**config.mk**
```make
export PLATFORM = sky130hd
export DESIGN_NAME = fp_round_pack
export DESIGN_NICKNAME = d
export VERILOG_FILES = /design/src/rtl/fp_round_pack.sv
export SDC_FILE = /design/constraint.sdc
export NUM_CORES = 1
export LEC_CHECK = 0
export CORE_MARGIN = 3
export CORE_UTILIZATION = 55
export DETAILED_ROUTE_END_ITERATION = 8
export DONT_BUFFER_PORTS = 1
export PLACE_DENSITY_LB_ADDON = 0.25
export SLEW_MARGIN = 10
export SYNTH_ARGS = -nofsm -noshare
export SYNTH_HDL_FRONTEND = slang
export SYNTH_SLANG_ARGS = --single-unit
```
**constraint.sdc**
```tcl
create_clock -name Clock -period 2.3 [get_ports Clock]
set_input_delay 0.115 -clock Clock [delete_from_list [all_inputs] [get_ports Clock]]
set_output_delay 0.115 -clock Clock [all_outputs]
set_load 0.01 [all_outputs]
```
**src/rtl/fp_round_pack.sv**
```systemverilog
// Floating-point round-and-pack stage: rounds a normalized mantissa, renormalizes on carry-out and packs {sign, exp, frac}.
// Optional macro ROUND_NEAREST_EVEN_EN selects round-to-nearest-even; the default build truncates.
module fp_round_pack #(
  parameter int unsigned EXPBITS      = 8,
  parameter int unsigned MANTISSABITS = 23
) (
  input  logic                            Clock,
  input  logic                            Reset,
  input  logic                            InValid,
  output logic                            InReady,
  input  logic                            Sign,
  input  logic [EXPBITS-1:0]              Exp,
  input  logic [MANTISSABITS:0]           Mant,
  input  logic                            Guard,
  input  logic                            RoundBit,
  input  logic                            Sticky,
  input  logic                            OutReady,
  output logic                            OutValid,
  output logic [EXPBITS+MANTISSABITS:0]   Result,
  output logic                            Overflow
);

  localparam int unsigned EW = EXPBITS;
  localparam int unsigned MW = MANTISSABITS;
  localparam int unsigned RW = 1 + EW + MW;

  typedef enum logic [1:0] {
    IDLE   = 2'd0,
    ROUND  = 2'd1,
    RENORM = 2'd2,
    DONE   = 2'd3
  } state_t;

  state_t         state;
  logic           sign_q;
  logic [EW-1:0]  exp_q;
  logic [MW+1:0]  mant_q;
  logic           guard_q;
  logic           round_q;
  logic           sticky_q;

  logic           inc_c;
  logic [MW+1:0]  sum_c;
  logic [EW-1:0]  exp_inc_c;
  logic           zero_c;

`ifdef ROUND_NEAREST_EVEN_EN
  assign inc_c = guard_q & (round_q | sticky_q | mant_q[0]);
`else
  assign inc_c = 1'b0;
`endif

  assign sum_c     = mant_q + (MW+2)'(inc_c);
  assign exp_inc_c = exp_q + EW'(1);
  assign zero_c    = (mant_q == '0) & ~guard_q & ~round_q & ~sticky_q;
  assign InReady   = (state == IDLE) & ~Reset;

  // Overflow takes priority over zero: an all-ones input exponent always saturates.
  always_ff @(posedge Clock) begin
    if (Reset) begin
      state    <= IDLE;
      OutValid <= 1'b0;
      Overflow <= 1'b0;
      Result   <= '0;
      sign_q   <= 1'b0;
      exp_q    <= '0;
      mant_q   <= '0;
      guard_q  <= 1'b0;
      round_q  <= 1'b0;
      sticky_q <= 1'b0;
    end else begin
      case (state)
        IDLE: begin
          if (InValid) begin
            sign_q   <= Sign;
            exp_q    <= Exp;
            mant_q   <= {1'b0, Mant};
            guard_q  <= Guard;
            round_q  <= RoundBit;
            sticky_q <= Sticky;
            state    <= ROUND;
          end
        end
        ROUND: begin
          if (sum_c[MW+1]) begin
            mant_q <= sum_c;
            state  <= RENORM;
          end else begin
            state    <= DONE;
            OutValid <= 1'b1;
            if (&exp_q) begin
              Result   <= {sign_q, {EW{1'b1}}, {MW{1'b0}}};
              Overflow <= 1'b1;
            end else if (zero_c) begin
              Result   <= {sign_q, {(RW-1){1'b0}}};
              Overflow <= 1'b0;
            end else begin
              Result   <= {sign_q, exp_q, sum_c[MW-1:0]};
              Overflow <= 1'b0;
            end
          end
        end
        RENORM: begin
          // Carry-out means the shifted-out bit is zero, so no second rounding pass.
          state    <= DONE;
          OutValid <= 1'b1;
          if ((&exp_inc_c) || (&exp_q)) begin
            Result   <= {sign_q, {EW{1'b1}}, {MW{1'b0}}};
            Overflow <= 1'b1;
          end else begin
            Result   <= {sign_q, exp_inc_c, mant_q[MW:1]};
            Overflow <= 1'b0;
          end
        end
        DONE: begin
          if (OutReady) begin
            OutValid <= 1'b0;
            state    <= IDLE;
          end
        end
        default: state <= IDLE;
      endcase
    end
  end

endmodule

```
* Word-level counts from Yosys, hierarchy flattened
Index checks and enable logic that the tools add are counted.
** Operators by class
- Add/sub/neg operators :: 1
- Eq/ne operators :: 6
- Reductions and logical operators :: 14
- Multiplexer cells :: 19
- Bitwise operators :: 9
** Operators with widths (number)
- two-way mux 31 bit :: 3
- case mux 32 bit (2 select lines) :: 1
- two-way mux 25 bit :: 2
- case mux 25 bit (2 select lines) :: 1
- two-way mux 32 bit :: 1
- zero test 25 bit :: 1
- AND reduction 8 bit :: 2
- adder 8 x 1 -> 8 bit (second input constant) :: 1
- case mux 2 bit (4 select lines) :: 1
- AND reduction 2 bit :: 4
- two-way mux 1 bit :: 6
- != test 2 bit (second input constant) :: 3
- AND reduction 3 bit :: 2
- NOT 1 bit :: 5
- bitwise AND 1 bit :: 4
- == test 2 bit (second input constant) :: 2
- two-way mux 2 bit :: 2
- nonzero test 2 bit :: 2
- case mux 1 bit (3 select lines) :: 1
- nonzero test 3 bit :: 1
- == test 2 x 1 -> 1 bit (second input constant) :: 1
- zero test 2 bit :: 1
- case mux 1 bit (2 select lines) :: 1
- logical OR 1 bit :: 1
** Word-level totals
- Output and inout port bits :: 35
- Bits of input ports :: 40
- Flip-flop bits (word level) :: 73
- Logic and storage cells :: 60

* Longest topological paths before layout
Gate-level depths: netlist (run 1).
- Word-level depth :: 8
- Mapped depth :: 8

* Worst setup path after synthesis (run 1)
No wires, ideal clock.
- Path type :: register to register
- Start :: reg exp_q[1]
- End :: reg Result[4]
- Buffers on the path :: 1
- Setup time :: 0.138 ns
- Clock period less this slack :: 1.735 ns
- Stages on the path, launching flop included :: 8
- Setup slack :: 0.565 ns
- Arrival :: 1.597 ns
- Data required time :: 2.162 ns
- Cells stage by stage :: dfxtp_1 -> ha_1 -> nand3_2 -> nor3_1 -> o2111ai_4 -> buf_6 -> a31oi_1 -> nor3_1
** Between the ends
- Word-level cells in the longest chain between the ends :: 5
- Elaborated cells on any way between the ends :: 8
** RTL lines
- start, declared :: RTL line 36 : logic [EW-1:0] exp_q;
- start signal, assigned :: RTL line 76 : exp_q <= Exp;
- adder 8 x 1 -> 8 bit :: RTL line 54 : assign exp_inc_c = exp_q + EW'(1);
- AND reduction 8 bit :: RTL line 107 : if ((&exp_inc_c) || (&exp_q)) begin
- logical OR 1 bit :: RTL line 107
- two-way mux 31 bit :: RTL line 107
- case mux 32 bit (2 select lines) * :: RTL line 72 : case (state)
- end signal, assigned :: RTL line 92 : Result <= {sign_q, {EW{1'b1}}, {MW{1'b0}}};
- end signal, assigned :: RTL line 108 : Result <= {sign_q, {EW{1'b1}}, {MW{1'b0}}};
- end signal, assigned :: RTL line 111 : Result <= {sign_q, exp_inc_c, mant_q[MW:1]};
- end, declared :: RTL line 19 : output logic [EXPBITS+MANTISSABITS:0] Result,
Mark *: on every way between the ends. The rest lies on a longest branch, timed or not. The select of a mux whose other input is x is not followed.
A chain may end at the register's enable or synchronous reset.

* Worst setup path in the final report (run 1)
- Start :: reg exp_q[1]
- End :: reg Result[19]
The elaborated chain is that of the path after synthesis.

==> run metrics, run 1 <==
Synth cell types 39; syn_nets 462; Via density around 5.7; TritonRoute pass-1 iters 5; Reg clk slew, reported paths about 70 ps; PortBufs 0; full die area between 0.006 and 0.007 mm^2; Final ANT Viol Nets 0; CP Launch Type flop; cell area after synthesis 0.00323 mm^2; nets@finish 490; Final setup viols 0; P_leak approximately 1.4 nW; Critical Path RT ~2600 ps; sequential area share after synthesis 0.447; CP endpoint kind flop; clock skew ~6.6 ps; actual slew at the worst max-slew pin between 500 and 600 ps; share of cells above drive strength 1 0.0711; gr usage total 0.246; Core ar. between 0.005 and 0.006 mm^2; PwrDens 946 mW/mm^2; total gr overflow 0; Starting Density 0.575; vias in the first global route between 2000 and 3000; H-tree lvl count 3; Longest Clk Path Bufs 2; critical path's slowest cell o2111ai_4; WL final a little over 8000 um; min Tclk post-route ~2100 ps; Layout area overhead 18.3%; detailed placer's ending HPWL 5010 um; Final Wtd Congestion roughly 0.86; Die X 82.6 um; # IOs 75; final hold slack around 25 ps; Highest Clock Rate 474 MHz; Die Height ~83 um; Post-synth EDFFs 0; Post-route DRC 0; Cell Chain, Critical Path ha_1 > nand3_2 > o21a_1 > o2111ai_4 > buf_4 > a31oi_1 > nor3_1; Syn Area/Cell ~7.7 um^2; TritonCTS clock tree built; global-route wire length before repair around 13000 um; Async S/R FF share, synth 0; Antenna Cells 0; Hold Path Class primary input to flop; dpl ws roughly 190 ps; VDD IR max a little over 500 uV; Worst Path Arrival 2370 ps; Cells after Synth roughly 420; RSZ-0062 raised after global routing no; outcome complete, no violations; Max stage delay on crit path around 450 ps; Fin. Hold Viols 0; antenna violations before repair 0; setup ws final about 190 ps; DR vias 2965; drt first-iter violations approximately 300; TritonCTS Buffers 9; setup_tns 0 ps; Max Cap Viol 0; clk sink count between 70 and 80; Max transition margin 0.657; Primary FF master, synth dfxtp_1; CTS root buf clkbuf_8; row cnt 27; crit-path max FO 17; largest net degree at the start of global routing 73; final design utilization 0.681; WS Path Type flop to flop; Routed WL per cell between 15 and 20 um; final period utilization 0.916; Clk Latency, worst-skew pair roughly 340 ps; Yosys warning count 0; Yosys reg bits just over 70; final slew viol count 0
## area by class of cell
type	instances	area, um^2
inverters	29	109
clock inverters	2	13.8
flip-flops and latches	72	1440
well taps	72	90.1
repair buffers	46	458
fillers	477	1790
multi-input cells	287	1540
clock buffers	14	163
## repair_timing
item,in CTS,in global routing
buffers inserted,0,0
hold endpoints to repair,72,0
hold buffers,38,0
gates resized for setup,0,1
setup endpoints to repair,0,3
## Yosys cell counts (3+ instances only)
| master | n | share of area |
|---|---|---|
| a21oi_1 | 44 | 0.068 |
| a31oi_1 | 23 | 0.045 |
| nand2_1 | 79 | 0.092 |
| ha_1 | 5 | 0.019 |
| dfxtp_1 | 72 | 0.45 |
| and3_1 | 3 | 0.0058 |
| a221oi_2 | 4 | 0.019 |
| xor2_1 | 3 | 0.0081 |
| nor3_1 | 26 | 0.040 |
| nor4_1 | 6 | 0.012 |
| o21ai_0 | 29 | 0.045 |
| nor2_1 | 32 | 0.037 |
| nand3_1 | 3 | 0.0047 |
| clkbuf_1 | 22 | 0.026 |
| inv_1 | 29 | 0.034 |
| buf_6 | 4 | 0.014 |
## stage by stage
stage / cells / power [mW] / cell area (um^2)
after floorplan: 417 / 2.44 / 3230
after global placement: 468 / 2.62 / 3240
after detailed placement: 468 / 2.65 / 3240
after CTS: 522 / 3.62 / 3810
after global routing: 522 / 3.85 / 3820
final: 522 / 3.61 / 3820
## logic make-up after synthesis
logic type	synth area share
AOI/OAI and AO/OA	0.222
adders and majority gates	0.0194
xor gates and xnor gates	0.0136
muxes	0.00620
buffers and inverters	0.0775
DFF	0.447
and+or+nand+nor	0.215
## worst paths after layout
| kind | from | endpoint | slack, ps | depth (start not counted) |
|---|---|---|---|---|
| max | exp_q[1]$_SDFFE_PP0P_ | Result[19]$_SDFFE_PP0P_ | 190 | 7 |
| min | OutReady | state[0]$_SDFFE_PP0P_ | 30 | 3 |
| max reg2reg | exp_q[1]$_SDFFE_PP0P_ | Result[19]$_SDFFE_PP0P_ | 190 | 7 |
| min reg2reg | sign_q$_SDFFE_PP0P_ | sign_q$_SDFFE_PP0P_ | 460 | 2 |
## power breakdown
part / internal, mW / total, mW / switching [mW]
Sequential: 1.46 / 1.71 / 0.252
Clock: 0.453 / 0.908 / 0.456
Combinational: 0.401 / 0.990 / 0.589
Total: 2.31 / 3.61 / 1.30
## cell usage in the layout (no fill, tap or decap), types with 2 or more instances in the layout
cell,n
nor2_1,32
clkbuf_1,3
ha_1,4
nand2_1,79
dlygate4sd3_1,37
mux2i_1,2
nand3_1,3
a211oi_1,2
xor2_1,3
a31oi_1,23
nand2b_1,2
and3_1,3
clkbuf_8,11
o21ai_0,29
and2_1,2
a21oi_1,44
buf_4,8
nor4_1,6
dfxtp_1,72
o21a_1,2
xnor2_1,2
nor2b_1,2
a222oi_1,2
nor3_1,25
a221oi_2,4
nand4_1,2
inv_1,29
## critical path: cells and delay by family (launching register included)
kind	cells	cell delay, ps
compound gates	3	790
fa+ha+maj	1	220
buf+inv	1	270
flops	1	400
simple gates	2	330
## per-layer routing
metal / global-route usage / share of wire / up-vias / routed length (um)
met3: 0.0748 / 0.075 / 8 / 607
met1: 0.314 / 0.44 / 1370 / 3510
met2: 0.397 / 0.48 / 108 / 3840
li1: - / - / 1479 / -
met5: 0 / 0 / - / 0
met4: 0.0801 / 0.011 / 0 / 85
## state kept, by name, indices dropped and copies added, names as in the netlist
register	cells
round_q	1
Result	32
OutValid	1
mant_q	24
Overflow	1
sign_q	1
guard_q	1
sticky_q	1
state	2
exp_q	8
Power figures use the tool's default switching activity.
==> run 2, diff against run 1 <==
- CORE_UTILIZATION: 55 -> 23
- PLACE_DENSITY: not set -> 0.47
- PLACE_DENSITY_LB_ADDON: 0.25 -> not set
==> run metrics, run 2 (synthesis results as in run 1) <==
outcome complete, no violations; Final ANT Viol Nets 0 (unchanged); most common cell after layout, fill and taps aside nand2_1; Post-route DRC 0 (unchanged); dpl ws 205 ps (+13.4 ps); crit path to Result[9]$_SDFFE_PP0P_; RSZ-0062 raised after global routing no; total gr overflow 0 (unchanged); Post-Layout Inst Area 0.00412 mm^2 (+8.0%); vias in the first global route 3034 (+18%); Layout area overhead 27.8%; CTS root buf clkbuf_16; min Tclk post-route 2080 ps (-30.0 ps); Via density 4.67 (-18%); PwrDens 1050 mW/mm^2 (+11%); Die Height 124 um (+51%); setup_tns 0 ps (unchanged); Reg clk slew, reported paths 60 ps (about the same); clk sink count 72 (unchanged); TritonRoute pass-1 iters 4 (-1); Longest Clk Path Bufs 2 (unchanged); H-tree lvl count 3 (unchanged); Starting Density 0.239 (-0.336); crit-path max FO 16 (-1); flop-to-flop setup slack 220 ps (+30 ps); P_leak 1.47 nW (+6.0%); Hold Path Class primary input to flop; row cnt 42 (+56%); actual slew at the worst max-slew pin 423 ps (-91.8 ps); share of cells above drive strength 1 0.0752 (+0.00411); final period utilization 0.903 (-0.0130); Critical Path RT 2560 ps (about the same); Worst Reg-to-Reg Cells 7 (unchanged); Biggest register Result; TritonCTS clock tree built; gr usage total 0.130 (-0.116); Top Registers Result: 32 flops, mant_q: 24 flops, exp_q: 8 flops; global-route wire length before repair 16000 um (+26%); FF-to-FF Start exp_q[0]$_SDFFE_PP0P_; WL final 9620 um (+20%); Routed WL per cell 15.3 um (-0.56%); Fin. Hold Viols 0 (unchanged); TritonCTS Buffers 9 (unchanged); detailed placer's ending HPWL 6480 um (+29%); Max Cap Viol 0 (unchanged); Highest Clock Rate 481 MHz (+1.4%); Final Wtd Congestion 0.785 (-8.2%); max reg flops 32 (unchanged); Worst Path Arrival 2330 ps (-40 ps); antenna violations before repair 0 (unchanged); Max transition margin 0.716 (+0.0587); full die area 0.0155 mm^2 (+130%); drt first-iter violations 142 (-52%); Core ar. 0.0135 mm^2 (+140%); critical path's slowest cell dfxtp_1; most frequent cells in the layout 79 x nand2_1, 72 x dfxtp_1, 44 x a21oi_1; DR vias 2930 (-1.2%); final slew viol count 0 (unchanged); Max stage delay on crit path 390 ps (-60 ps); Clk Latency, worst-skew pair 340 ps (about the same); CP endpoint kind flop; CP Launch Type flop; Cell Chain, Critical Path ha_1 > nand3_2 > o21a_1 > o2111ai_4 > buf_4 > a31oi_1 > nor3_1; Antenna Cells 0 (unchanged); Area after DPL 0.00338 mm^2 (+4.3%); # IOs 75 (unchanged); WS Path Type flop to flop; largest net degree at the start of global routing 73 (unchanged); clock skew 6.66 ps (+0.0531 ps); setup ws final 222 ps (+30.0 ps); launch point of the worst path exp_q[0]$_SDFFE_PP0P_; nets@finish 492 (+0.41%); VDD IR max 424 uV (-16%); Die X 124 um (+51%); Reg-to-Reg End Result[9]$_SDFFE_PP0P_; Final setup viols 0 (unchanged); PortBufs 0 (unchanged)
==> run 2: layer usage <==
layer  part of all wire  GRT usage  wire length (um)
met4              0.027     0.0516               263
met3              0.064     0.0493               614
met1               0.46      0.159              4400
met5                  0          0                 0
met2               0.45      0.205              4340
==> run 2: cell type report <==
type	instances	area, um^2
Timing Repair Buffer	48	475
Multi-Input combinational cell	287	1540
Clock buffer	14	274
Clock inverter	2	60.1
Sequential cell	72	1440
Inverter	29	109
Tap cell	176	220
Fill cell	1439	9380
==> run 2: worst max-delay path, delay by kind of cell (launching register included) <==
kind	cells	cell delay [ps]
buffers and inverters	1	310
AOI/OAI and AO/OA	3	720
and+or+nand+nor	2	330
DFF	1	390
adders and majority gates	1	230
==> run 2: worst min path at each step <==
stage                 start                       to  slack, ps  depth (start not counted)
floorplan             Guard     guard_q$_SDFFE_PP0P_        250                          2
global placement      Reset    OutValid$_SDFFE_PP0P_        200                          1
detailed placement    Reset    OutValid$_SDFFE_PP0P_        200                          1
CTS                 InValid    state[0]$_SDFFE_PP0P_         50                          3
global route          Reset  Result[28]$_SDFFE_PP0P_         80                          3
finish              InValid    state[0]$_SDFFE_PP0P_         70                          3
==> run 2: report_power, final <==
group          total, mW  switching (mW)  internal (mW)
Clock               1.57           0.530           1.04
Combinational       1.03           0.623          0.410
Sequential          1.72           0.258           1.46
Total               4.32            1.41           2.91
==> run 2: metrics by stage <==
| stage | std cells | total power [mW] | hold slack (ps) | utilization |
|---|---|---|---|---|
| 5_1_grt | 628 | 4.60 | 82.6 | 0.305 |
| 6_report | 628 | 4.32 | 68.2 | 0.305 |
| 3_5_place_dp | 573 | 2.71 | 204 | 0.250 |
| 3_3_place_gp | 573 | 2.69 | 202 | 0.250 |
| 4_1_cts | 628 | 4.37 | 52.0 | 0.305 |
| 2_1_floorplan | 417 | 2.44 | 251 | - |
==> run 2: repair_timing <==
item,in CTS,in global routing
buffers inserted,0,0
hold buffers,39,0
gates resized for setup,0,1
endpoints found under the hold margin,72,0
endpoints found under the setup margin,0,5
==> run 3, diff against run 2 <==
- CORE_UTILIZATION: 23 -> 45
- PLACE_DENSITY: 0.47 -> 0.71
==> run metrics, run 3 (synthesis results as in run 1) <==
met1 Track Usage GR 0.233 (+0.0744); met2 GRT Util 0.322 (+0.117); H-tree lvl count 3 (unchanged); Die X 90.7 um (-27%); CTS root buf clkbuf_8; Cell Chain, Critical Path and3_1 > xor2_1 > o2111ai_2 > a31oi_1 > nor3_1; VDD IR max 381 uV (-10%); nets@finish 491 (-0.20%); critical path's slowest cell o2111ai_2; PwrDens 974 mW/mm^2 (-7.1%); WP buf/inv 0 (-1); Final setup viols 0 (unchanged); Reg clk slew, reported paths 70 ps (about the same); WL final 8420 um (-12%); Max Cap Viol 0 (unchanged); actual slew at the worst max-slew pin 722 ps (+299 ps); most frequent cells in the layout 79 x nand2_1, 72 x dfxtp_1, 44 x a21oi_1; full die area 0.00822 mm^2 (-47%); GR peak layer met2; CP Launch Type flop; Register Area 0.00144 mm^2 (unchanged); Clk Latency, worst-skew pair 350 ps (about the same); P_leak 1.41 nW (-4.5%); WS Path Type flop to flop; Fin. Hold Viols 0 (unchanged); Power, Total 3.80 mW (-12%); PortBufs 0 (unchanged); antenna violations before repair 0 (unchanged); outcome complete, no violations; Biggest register Result; min Tclk post-route 2180 ps (+97.7 ps); Top Registers Result: 32 flops, mant_q: 24 flops, exp_q: 8 flops; Post-route DRC 0 (unchanged); Starting Density 0.470 (+0.231); GR met3 Demand/Resource 0.0625 (+0.0132); Worst Path Arrival 2400 ps (+70 ps); Max stage delay on crit path 510 ps (+120 ps); Core ar. 0.00687 mm^2 (-49%); max reg flops 32 (unchanged); Die Height 90.7 um (-27%); row cnt 30 (-29%); drt first-iter violations 267 (+88%); Longest Clk Path Bufs 2 (unchanged); final period utilization 0.946 (+0.0425); gr usage total 0.197 (+0.0671); Highest Clock Rate 460 MHz (-4.5%); Filler cells 654 (-55%); most common cell after layout, fill and taps aside nand2_1; Antenna Cells 0 (unchanged); crit-path max FO 13 (-3); total gr overflow 0 (unchanged); TritonCTS clock tree built; final slew viol count 0 (unchanged); Final ANT Viol Nets 0 (unchanged); DR vias 2996 (+2.3%); clk sink count 72 (unchanged); final design utilization 0.568 (+0.262); Via density 5.48 (+17%); Max transition margin 0.519 (-0.197); clock skew 8.15 ps (+1.49 ps); Routed WL per cell 15.4 um (+0.53%); Hold Path Class primary input to flop; share of cells above drive strength 1 0.0754 (+0.000167); setup_tns 0 ps (unchanged); vias in the first global route 2654 (-13%); largest net degree at the start of global routing 73 (unchanged); CP top delay family compound AO/OA/AOI/OAI gates; detailed placer's ending HPWL 5150 um (-21%); global-route wire length before repair 13100 um (-18%); # IOs 75 (unchanged); CP endpoint kind flop; multi-input logic area 0.00156 mm^2 (+0.97%); TritonCTS Buffers 9 (unchanged); Layout area overhead 20.8%; Critical Path RT 2530 ps (-30 ps); Final Wtd Congestion 0.892 (+14%); TritonRoute pass-1 iters 4 (unchanged); RSZ-0062 raised after global routing no
-- run 3: changes by cell type in the layout (fill, tap and decap cells not counted) --
| cell | previous run | this run |
|---|---|---|
| clkinv_2 | 0 | 1 |
| clkinv_4 | 0 | 1 |
| clkinvlp_4 | 0 | 1 |
| buf_4 | 9 | 8 |
| o2111ai_2 | 0 | 1 |
| dlygate4sd3_1 | 38 | 37 |
| clkbuf_16 | 9 | 0 |
| clkbuf_8 | 3 | 9 |
-- run 3: path summary, 6_finish.rpt --
path                              to  slack (ps)                   from  depth (start not counted)
min reg2reg     round_q$_SDFFE_PP0P_         460   round_q$_SDFFE_PP0P_                          2
max reg2reg   Result[8]$_SDFFE_PP0P_         120  exp_q[2]$_SDFFE_PP0P_                          5
max           Result[8]$_SDFFE_PP0P_         120  exp_q[2]$_SDFFE_PP0P_                          5
min          Result[28]$_SDFFE_PP0P_          70                  Reset                          3
-- run 3: what timing repair did --
item / 4_1_cts / 5_1_grt
resized for setup: 0 / 1
buffers inserted: 0 / 0
setup endpoints to repair: 0 / 2
endpoints found under the hold margin: 72 / 0
hold buffers: 38 / 0
-- run 3: routing by layer --
layer  share of wire  wire [um]  vias to the layer above
met2            0.48       4050                      106
li1                -          -                     1492
met1            0.42       3550                     1379
met3           0.072        609                       19
met5               0          0                        -
met4           0.025        208                        0
-- run 3: worst reg2reg max path: stages (launching register included) --
cell,delay [ps]
dfxtp_1,420
and3_1,240
xor2_1,490
o2111ai_2,520
a31oi_1,330
nor3_1,70
-- run 3: report_power, final --
group / switching, mW / internal, mW / leakage (nW)
Clock: 0.467 / 0.611 / 0.104
Sequential: 0.255 / 1.46 / 0.591
Combinational: 0.599 / 0.405 / 0.713
-- run 3: stage by stage --
| step | cell area (um^2) | instances | hold WS [ps] | setup slack, ps |
|---|---|---|---|---|
| 3_5_place_dp | 3270 | 492 | 191 | 103 |
| 3_3_place_gp | 3270 | 492 | 192 | 185 |
| 2_1_floorplan | 3230 | 417 | 251 | 565 |
| 5_1_grt | 3900 | 547 | 77.8 | 60.9 |
| 4_1_cts | 3880 | 546 | 56.3 | 119 |
| 6_report | 3900 | 547 | 69.0 | 125 |
-- run 3: final cells by class --
type / count / share of cell area
clock inverters: 5 / 0.0209
multi-input cells: 288 / 0.400
clock buffers: 11 / 0.0337
inverters: 29 / 0.0279
repair buffers: 46 / 0.117
well taps: 96 / 0.0308
flip-flops and latches: 72 / 0.370
